$ cat src/rtl/hilo_div_unit.sv
// hilo_div_unit
// Multi-cycle integer divider with architectural HI/LO registers, serving
// DIV/DIVU/MFHI/MFLO/MTHI/MTLO in the execute stage of the MIPS core.
// A restoring divider runs on operand magnitudes (one quotient bit per edge),
// then a single fix-up cycle applies the sign correction and writes HI/LO.
//
// Ports:
//   clk          rising-edge clock
//   rst          asynchronous reset, active low
//   start        launch a divide (ignored while busy or when flush is high)
//   is_signed    1 = DIV (two's complement), 0 = DIVU; sampled with start
//   dividend     rs operand, sampled with start
//   divisor      rt operand, sampled with start
//   flush        pipeline flush; aborts an in-flight divide without writing
//   hi_we/lo_we  MTHI/MTLO write enables, honoured only while idle
//   wdata        MTHI/MTLO write data
//   busy         divide in progress
//   done         one-cycle pulse when a divide writes HI/LO
//   div_by_zero  set by a completed divide-by-zero, cleared by any other
//   hi           HI register (remainder)
//   lo           LO register (quotient)
module hilo_div_unit #(
  parameter int WIDTH     = 32,
  parameter bit SIGNED_EN = 1'b1
) (
  input  logic             clk,
  input  logic             rst,
  input  logic             start,
  input  logic             is_signed,
  input  logic [WIDTH-1:0] dividend,
  input  logic [WIDTH-1:0] divisor,
  input  logic             flush,
  input  logic             hi_we,
  input  logic             lo_we,
  input  logic [WIDTH-1:0] wdata,
  output logic             busy,
  output logic             done,
  output logic             div_by_zero,
  output logic [WIDTH-1:0] hi,
  output logic [WIDTH-1:0] lo
);

  localparam int CNT_W = $clog2(WIDTH);
  localparam logic [WIDTH-1:0] ONE = {{(WIDTH-1){1'b0}}, 1'b1};

  typedef enum logic [1:0] {IDLE, RUN, FIX} state_e;

  // Two's complement negate when neg is set. WIDTH-bit wraparound is
  // intentional: the most negative value maps onto itself, which is its
  // correct unsigned magnitude.
  function automatic logic [WIDTH-1:0] cond_negate(input logic [WIDTH-1:0] v,
                                                   input logic             neg);
    return neg ? (~v + ONE) : v;
  endfunction

  // Control state (reset)
  state_e           state_q, state_d;
  logic [CNT_W-1:0] cnt_q, cnt_d;
  logic             done_q, done_d;
  logic             dz_q, dz_d;
  logic [WIDTH-1:0] hi_q, hi_d;
  logic [WIDTH-1:0] lo_q, lo_d;

  // Datapath state (no reset; only meaningful while busy)
  logic [WIDTH-1:0] rem_q, rem_d;
  logic [WIDTH-1:0] quo_q, quo_d;
  logic [WIDTH-1:0] dvsr_q, dvsr_d;
  logic [WIDTH-1:0] dvnd_q, dvnd_d;
  logic             neg_quo_q, neg_quo_d;
  logic             neg_rem_q, neg_rem_d;
  logic             zero_q, zero_d;

  logic             signed_mode;
  logic [WIDTH:0]   rem_sh;
  logic [WIDTH:0]   diff;

  assign signed_mode = is_signed & SIGNED_EN;

  // Restoring step: bring the next dividend bit into the partial remainder
  // and try the subtraction; bit WIDTH of diff is the borrow.
  assign rem_sh = {rem_q, quo_q[WIDTH-1]};
  assign diff   = rem_sh - {1'b0, dvsr_q};

  always_comb begin
    state_d   = state_q;
    cnt_d     = cnt_q;
    done_d    = 1'b0;
    dz_d      = dz_q;
    hi_d      = hi_q;
    lo_d      = lo_q;
    rem_d     = rem_q;
    quo_d     = quo_q;
    dvsr_d    = dvsr_q;
    dvnd_d    = dvnd_q;
    neg_quo_d = neg_quo_q;
    neg_rem_d = neg_rem_q;
    zero_d    = zero_q;

    unique case (state_q)
      IDLE: begin
        // MT writes share the edge with an accepted start; the later
        // divide result overwrites them.
        if (hi_we) hi_d = wdata;
        if (lo_we) lo_d = wdata;
        if (start && !flush) begin
          dvnd_d    = dividend;
          dvsr_d    = cond_negate(divisor,  signed_mode & divisor[WIDTH-1]);
          quo_d     = cond_negate(dividend, signed_mode & dividend[WIDTH-1]);
          rem_d     = '0;
          neg_quo_d = signed_mode & (dividend[WIDTH-1] ^ divisor[WIDTH-1]);
          neg_rem_d = signed_mode & dividend[WIDTH-1];
          zero_d    = (divisor == '0);
          cnt_d     = CNT_W'(WIDTH - 1);
          state_d   = (divisor == '0) ? FIX : RUN;
        end
      end
      RUN: begin
        if (flush) begin
          state_d = IDLE;
        end else begin
          if (!diff[WIDTH]) begin
            rem_d = diff[WIDTH-1:0];
            quo_d = {quo_q[WIDTH-2:0], 1'b1};
          end else begin
            rem_d = rem_sh[WIDTH-1:0];
            quo_d = {quo_q[WIDTH-2:0], 1'b0};
          end
          if (cnt_q == '0) state_d = FIX;
          else             cnt_d   = cnt_q - 1'b1;
        end
      end
      FIX: begin
        if (flush) begin
          state_d = IDLE;
        end else begin
          if (zero_q) begin
            lo_d = '1;
            hi_d = dvnd_q;
            dz_d = 1'b1;
          end else begin
            lo_d = cond_negate(quo_q, neg_quo_q);
            hi_d = cond_negate(rem_q, neg_rem_q);
            dz_d = 1'b0;
          end
          done_d  = 1'b1;
          state_d = IDLE;
        end
      end
      default: state_d = IDLE;
    endcase
  end

  always_ff @(posedge clk or negedge rst) begin
    if (!rst) begin
      state_q <= IDLE;
      cnt_q   <= '0;
      done_q  <= 1'b0;
      dz_q    <= 1'b0;
      hi_q    <= '0;
      lo_q    <= '0;
    end else begin
      state_q <= state_d;
      cnt_q   <= cnt_d;
      done_q  <= done_d;
      dz_q    <= dz_d;
      hi_q    <= hi_d;
      lo_q    <= lo_d;
    end
  end

  always_ff @(posedge clk) begin
    rem_q     <= rem_d;
    quo_q     <= quo_d;
    dvsr_q    <= dvsr_d;
    dvnd_q    <= dvnd_d;
    neg_quo_q <= neg_quo_d;
    neg_rem_q <= neg_rem_d;
    zero_q    <= zero_d;
  end

  assign busy        = (state_q != IDLE);
  assign done        = done_q;
  assign div_by_zero = dz_q;
  assign hi          = hi_q;
  assign lo          = lo_q;

endmodule
$ cat config.mk
export PLATFORM = sky130hd
export DESIGN_NAME = hilo_div_unit
export DESIGN_NICKNAME = d
export VERILOG_FILES = /design/src/rtl/hilo_div_unit.sv
export SDC_FILE = /design/constraint.sdc
export NUM_CORES = 1
export LEC_CHECK = 0
export ABC_AREA = 0
export ABC_CLOCK_PERIOD_IN_PS = 12000
export CORE_MARGIN = 3
export CORE_UTILIZATION = 55
export CTS_CLUSTER_SIZE = 16
export DETAILED_ROUTE_END_ITERATION = 8
export DONT_BUFFER_PORTS = 1
export MAX_ROUTING_LAYER = met4
export PLACE_DENSITY = 0.79
export SLEW_MARGIN = 25
export SYNTH_ARGS = -nofsm -noshare
export SYNTH_HDL_FRONTEND = slang
export SYNTH_SLANG_ARGS = --single-unit
$ cat constraint.sdc
create_clock -name clk -period 12 [get_ports clk]
set_input_delay 1.2 -clock clk [delete_from_list [all_inputs] [get_ports clk]]
set_output_delay 1.2 -clock clk [all_outputs]
set_load 0.03 [all_outputs]
==> results of run 1 <==
flip-flops by register name (all words and copies together) (netlist names):
signal       count
dvnd_q          32
dvsr_q          32
hi              32
lo              32
quo_q           32
rem_q           32
cnt_q            5
state_q          2
div_by_zero      1
done             1
neg_quo_q        1
neg_rem_q        1
zero_q           1
routing by layer:
metal,vias to the layer above,track usage [%],part of all wire [%]
li1,4925,-,-
met1,4846,35.19,43
met2,452,39.93,44
met3,59,4.566,9.8
met4,0,6.555,2.6
met5,-,-,0
through the flow:
step | hold slack [ns] | total power, mW
after CTS | 0.3405 | 2.057
after floorplan | 0.4796 | 1.282
after global routing | 0.3418 | 2.145
after global placement | 0.5081 | 1.360
final | 0.3583 | 2.052
after detailed placement | 0.5186 | 1.374
worst max-delay path: stages (launching register included):
cell,delay (ns)
edfxtp_1,0.42
inv_1,0.06
ha_1,0.22
fa_1,0.39
nand2b_1,0.19
a211oi_2,0.31
o21a_1,0.22
nor3_1,0.08
or4b_4,0.55
a211oi_4,0.24
buf_4,0.53
nand2_2,0.17
o32ai_1,0.30
worst paths after layout:
path,startpoint,end,slack [ns]
min in group clk,dvnd_q[29],hi[29],0.53
max in group asynchronous,rst,hi[6],11.53
worst max register to register,quo_q[31],rem_q[31],8.11
worst max-delay path,quo_q[31],rem_q[31],8.11
worst min register to register,dvnd_q[29],hi[29],0.53
worst min-delay path,rst,cnt_q[2],0.36
placed cells by master, fill, tap and decap left out, types with 14 or more instances in the layout:
master,n
a21oi_1,80
clkbuf_16,24
dfrtp_1,73
edfxtp_1,131
ha_1,38
inv_1,53
mux2i_1,28
nand2_1,190
nand2b_1,18
nand3_1,20
nor2_1,95
nor3_1,28
nor4_1,16
o21ai_0,127
o21ai_1,22
o221ai_1,14
o22ai_1,26
o31ai_1,37
o41ai_1,17
or4_1,18
xnor2_1,81
xor2_1,62
power by group:
group	total (mW)	internal (mW)	leakage [nW]	switching (mW)
clock	0.684	0.390	0.365	0.294
sequential	0.979	0.838	2.12	0.141
combinational	0.389	0.157	2.70	0.232
logic make-up (layout without fill, tap and decap cells):
| kind of cell | count (synthesis) | count (layout) | share of synthesized area [%] |
|---|---|---|---|
| AND/OR/NAND/NOR | 452 | 452 | 16.60 |
| AO/OA/AOI/OAI | 384 | 384 | 18.57 |
| flip-flops | 204 | 204 | 45.08 |
| XOR/XNOR | 143 | 143 | 9.802 |
| buffers and inverters | 122 | 110 | 3.790 |
| adder cells (fa/ha/maj) | 39 | 39 | 3.878 |
| multiplexers | 29 | 29 | 2.282 |
cell type report:
class,count,area (µm²),share of cell area [%]
inverters,56,210.2,1.532
clock buffers,26,608.1,4.431
repair buffers,10,75.07,0.5470
flip-flops and latches,204,5761,41.98
well taps,285,356.6,2.598
multi-input cells,1047,6581,47.96
clock inverters,18,131.4,0.9573
==> results.md, run 1 <==
- Initial antenna violation count: 0
- Final Instance Area: 13720 µm²
- Share of layout cells above drive strength 1: 5.437%
- Post-Place Cell Area: 12980 µm²
- Pin count of the biggest net entering global routing: 79
- Quantity of hold-fixing buffers added after cts: 0
- Portion of synthesized cell area occupied by the leading cell type: 30.79%
- Wire length reported by the detailed router: 32150 µm
- Post-CTS setup-driven buffer insertion count: 0
- Count of mapped cells out of synthesis: 1373
- Clock tree from TritonCTS: built
- Count of placed standard cells in the final layout, fillers left out: 1646
- Run status: finished, final reports clean
- Total standard cell area after synthesis: 12780 µm²
- Die Width: 158.4 µm
- RSZ-0062 raised after global routing: false
- Number of fill cells in the layout: 1921
- Number of buffers between clock root and the deepest sink: 3
- CP Data Arrival Time: 4.23 ns
- Cell with the most instances after synthesis: nand2_1
- Count of flip-flops with a built-in enable after synthesis: 131
- Cell at the root of the clock tree: clkbuf_16
- Most numerous cell types in the synthesized netlist: 190 x nand2_1, 131 x edfxtp_1, 128 x o21ai_0
- Detail-routed net length per standard cell: 19.53 µm
- P_leak: 5.193 nW
- Number of distinct library cells after synthesis: 68
- Share of synthesized flip-flops with an asynchronous set or reset: 35.78%
- Count of yosys warnings during synthesis: 0
- Final worst clock skew: 0.02375 ns
- Post-Synthesis Mean Instance Area: 9.306 µm²
- Required time at the worst-slack endpoint: 12.34 ns
- Flip-flop and latch count after synthesis: 204
- Core region area: 22710 µm²
- Critical Setup Path Class: flip-flop to flip-flop
- Dpl cells: 1602
- Critical path capture point type: flip-flop
- Count of instances resized after the clock tree is built: 0
- Shortest clock period the worst path allows after layout: 3.890 ns
- Clock transition at the registers of the reported paths: 0.06 ns
- Worst Tran Pin Value: 0.9500 ns
- Total gr overflow: 0
- Setup slack after placement: 8.128 ns
- Die area: 25100 µm²
- Remaining number of nets flagged by the antenna check after routing: 0
- Power density of the placed cells: 149.5 nW/µm²
- Final Slew Violations: 0
- Type of origin of the critical path: flip-flop
- Top cells by area, synth: edfxtp_1 31%, dfrtp_1 14%, nand2_1 5.6%
- H-tree level count: 1
- Core utilization of the finished layout: 60.43%
- Number of global-route vias before repair: 9710
- DRT iter0 DRCs: 913
- Setup-violating endpoint count in the final report: 0
- Combined global-route utilization of all metal layers: 25.68%
- Area added between synthesis and finish: 7.403%
- Total Neg Setup Slack: 0 ns
- Number of sinks driven by the clock tree: 204
- Number of vias per cell: 6.247
- Worst Slack Setup Final: 8.110 ns
- Post-route DRC violation count: 0
- Most area-hungry cell type in the Yosys netlist: edfxtp_1
- Buffers on Ports: 0
- Post-Syn Nets: 1515
- Post-synth top flop: edfxtp_1
- Die height: 158.4 µm
- IO Count: 170
- Share of synthesized area occupied by flip-flops and latches: 45.08%
- Inserted Clock Buffers: 24
- Antenna diode count: 0
- Final #Nets: 1485
- Highest clock rate: 257.0 MHz
- Initial core utilization: 56.26%
- Row count: 55
- Wire length of the first global-routing pass: 50610 µm
- Number of detailed-route iterations in the first pass: 5
- Max-slew headroom at the worst pin: 36.67%
- Final Hold Viols: 0
- Total of max-cap violations: 0
- Post-detail-place hpwl: 23850 µm
- Clock latency on the worst-skew pair: 0.53 ns
- Peak supply drop: 0.09125 mV
- Global placer's final weighted congestion: 0.9967
- Tightest Hold Check Type: input port to asynchronous set/reset pin
- Routed via count: 10280
- CP max FO: 45
- Worst r2r path cells: 12
- Final period util: 32.42%
(Power assumes the default switching activity.)
==> run 2, diff against run 1 <==
- ABC_CLOCK_PERIOD_IN_PS: 12000 -> 3450
- PLACE_DENSITY: 0.79 -> 0.82
- clock period: 12 -> 3.45 ns (I/O delays scaled with it)
==> run 2 against run 1 <==
Compared with the run above:
- non-clock buffer count is 83 higher
- first-iteration DRC count is 31% higher
- highest routed layer unchanged
- core utilization is 3.8 points higher
==> results.md, run 2 (same netlist as run 1, synthesis figures left out) <==
- Die area: 25100 µm²
- Power density of the placed cells: 505.5 nW/µm²
- Sw Pwr: 2.358 mW
- H-tree level count: 1
- Die height: 158.4 µm
- Post-detail-place hpwl: 24500 µm
- Routed via count: 10720
- Net Sw Frac: 31.99%
- Number of fill cells in the layout: 1746
- Global placer's final weighted congestion: 0.9287
- Clock network power share: 33.0%
- RSZ-0062 raised after global routing: false
- Combined global-route utilization of all metal layers: 26.82%
- Type of origin of the critical path: flip-flop
- Die Width: 158.4 µm
- Setup-violating endpoint count in the final report: 0
- Number of vias per cell: 6.199
- Number of detailed-route iterations in the first pass: 8
- Detail-routed net length per standard cell: 19.60 µm
- DRT iter0 DRCs: 1200
- Internal portion of total power: 5.013 mW
- Wire length of the first global-routing pass: 52610 µm
- Commonest cells after routing, fill and taps aside: 190 x nand2_1, 131 x edfxtp_1, 127 x o21ai_0
- Final worst clock skew: 0.02612 ns
- Peak supply drop: 0.3465 mV
- Number of buffers between clock root and the deepest sink: 3
- Initial core utilization: 56.26%
- Run status: finished, final reports clean
- CP max FO: 12
- Buffers on Ports: 0
- Final Instance Area: 14580 µm²
- Commonest non-fill, non-tap cell in the layout: nand2_1
- Final Hold Viols: 0
- Clock transition at the registers of the reported paths: 0.06 ns
- Final Slew Violations: 0
- Max-slew headroom at the worst pin: 33.74%
- Final period util: 96.80%
- Highest clock rate: 299.4 MHz
- IO Count: 170
- Final #Nets: 1567
- Number of sinks driven by the clock tree: 204
- Wire length reported by the detailed router: 33880 µm
- Post-Place Cell Area: 13290 µm²
- Number of global-route vias before repair: 10120
- Row count: 55
- Shortest clock period the worst path allows after layout: 3.340 ns
- P_leak: 5.627 nW
- Clock tree from TritonCTS: built
- Remaining number of nets flagged by the antenna check after routing: 0
- Part of the total power dissipated in combinational logic: 21.2%
- Total gr overflow: 0
- Initial antenna violation count: 0
- Clock latency on the worst-skew pair: 0.54 ns
- Power share of the sequential group: 45.7%
- CP Data Arrival Time: 3.59 ns
- Pin count of the biggest net entering global routing: 74
- Cell at the root of the clock tree: clkbuf_16
- Worst Tran Pin Value: 0.9938 ns
- Critical path capture point type: flip-flop
- Critical Setup Path Class: flip-flop to flip-flop
- Total of max-cap violations: 0
- Inserted Clock Buffers: 23
- Required time at the worst-slack endpoint: 3.70 ns
- Post-route DRC violation count: 0
- Core region area: 22710 µm²
- Share of layout cells above drive strength 1: 8.530%
- Tightest Hold Check Type: input port to flip-flop
- Area added between synthesis and finish: 14.13%
- Total Neg Setup Slack: 0 ns
## run 2: cell types whose count changed in the layout (fill, tap and decap cells not counted), sizes merged
cell and delta:
clkinv -8, diode +2, clkinvlp -2, bufinv -1, buf +41, bufbuf +1, clkbuf +9, dlygate4sd3 +41
## run 2: worst max-delay path: stages, from the launching register on
cell      delay (ns)
edfxtp_1        0.35
inv_1           0.06
ha_2            0.20
fa_2            0.37
nand2b_4        0.16
a211oi_4        0.25
o21a_1          0.21
nor3_1          0.09
or4b_4          0.55
a211oi_4        0.26
buf_4           0.16
buf_12          0.15
mux2i_1         0.22
nor2_1          0.05
## run 2: stage by stage
stage	hold WS, ns	utilization, %	cells	setup slack (ns)	power (mW)
4_1_cts	0.005124	64.09	1725	0.003744	7.373
3_3_place_gp	0.05104	58.51	1639	0.1392	4.782
3_5_place_dp	0.05092	58.51	1639	-0.02850	4.843
6_report	0.01348	64.21	1729	0.1103	7.371
2_1_floorplan	0.04941	-	1373	0.04370	4.450
5_1_grt	0.01195	64.19	1727	0.007937	7.702
## run 2: power groups by stage
stage          combinational (mW)  clock (mW)  sequential (mW)
2_1_floorplan                1.09           0             3.36
3_3_place_gp                 1.38           0             3.40
3_5_place_dp                 1.43           0             3.42
4_1_cts                      1.55        2.46             3.37
5_1_grt                      1.73        2.57             3.41
6_report                     1.56        2.43             3.37
## run 2: area by class of cell
class | count | area [µm²] | area share [%]
Timing Repair Buffer | 93 | 870.8 | 5.972
Sequential cell | 204 | 5761 | 39.50
Multi-Input combinational cell | 1047 | 6614 | 45.35
Clock inverter | 7 | 50.05 | 0.3432
Inverter | 56 | 210.2 | 1.441
Clock buffer | 35 | 715.7 | 4.908
Tap cell | 285 | 356.6 | 2.445
Antenna cell | 2 | 5.005 | 0.03432
## run 2: final timing paths
check / end / slack, ns / from / depth (start not counted)
setup / recovery: rem_q[2] / 0.11 / quo_q[31] / 13
hold / removal: hi[17] / 0.01 / wdata[17] / 2
setup reg to reg: rem_q[2] / 0.11 / quo_q[31] / 13
hold reg to reg: cnt_q[4] / 0.54 / cnt_q[4] / 2
max in group asynchronous: hi[4] / 2.79 / rst / 2
min in group asynchronous: state_q[1] / 0.36 / rst / 2
## run 2: per-layer routing
| metal | part of all wire [%] | vias up | global-route usage, % |
|---|---|---|---|
| li1 | - | 5090 | - |
| met5 | 0 | - | - |
| met3 | 10 | 82 | 4.811 |
| met1 | 42 | 5020 | 35.44 |
| met2 | 46 | 526 | 42.89 |
| met4 | 2.7 | 0 | 7.415 |
## run 2: timing repair
action / in CTS / in global routing
endpoints found under the setup margin: 1 / 32
endpoints found under the hold margin: 112 / 0
gates resized for setup: 0 / 6
hold buffers: 42 / 0
pin swaps: 0 / 5
cloned: 2 / 0
setup buffers: 0 / 3
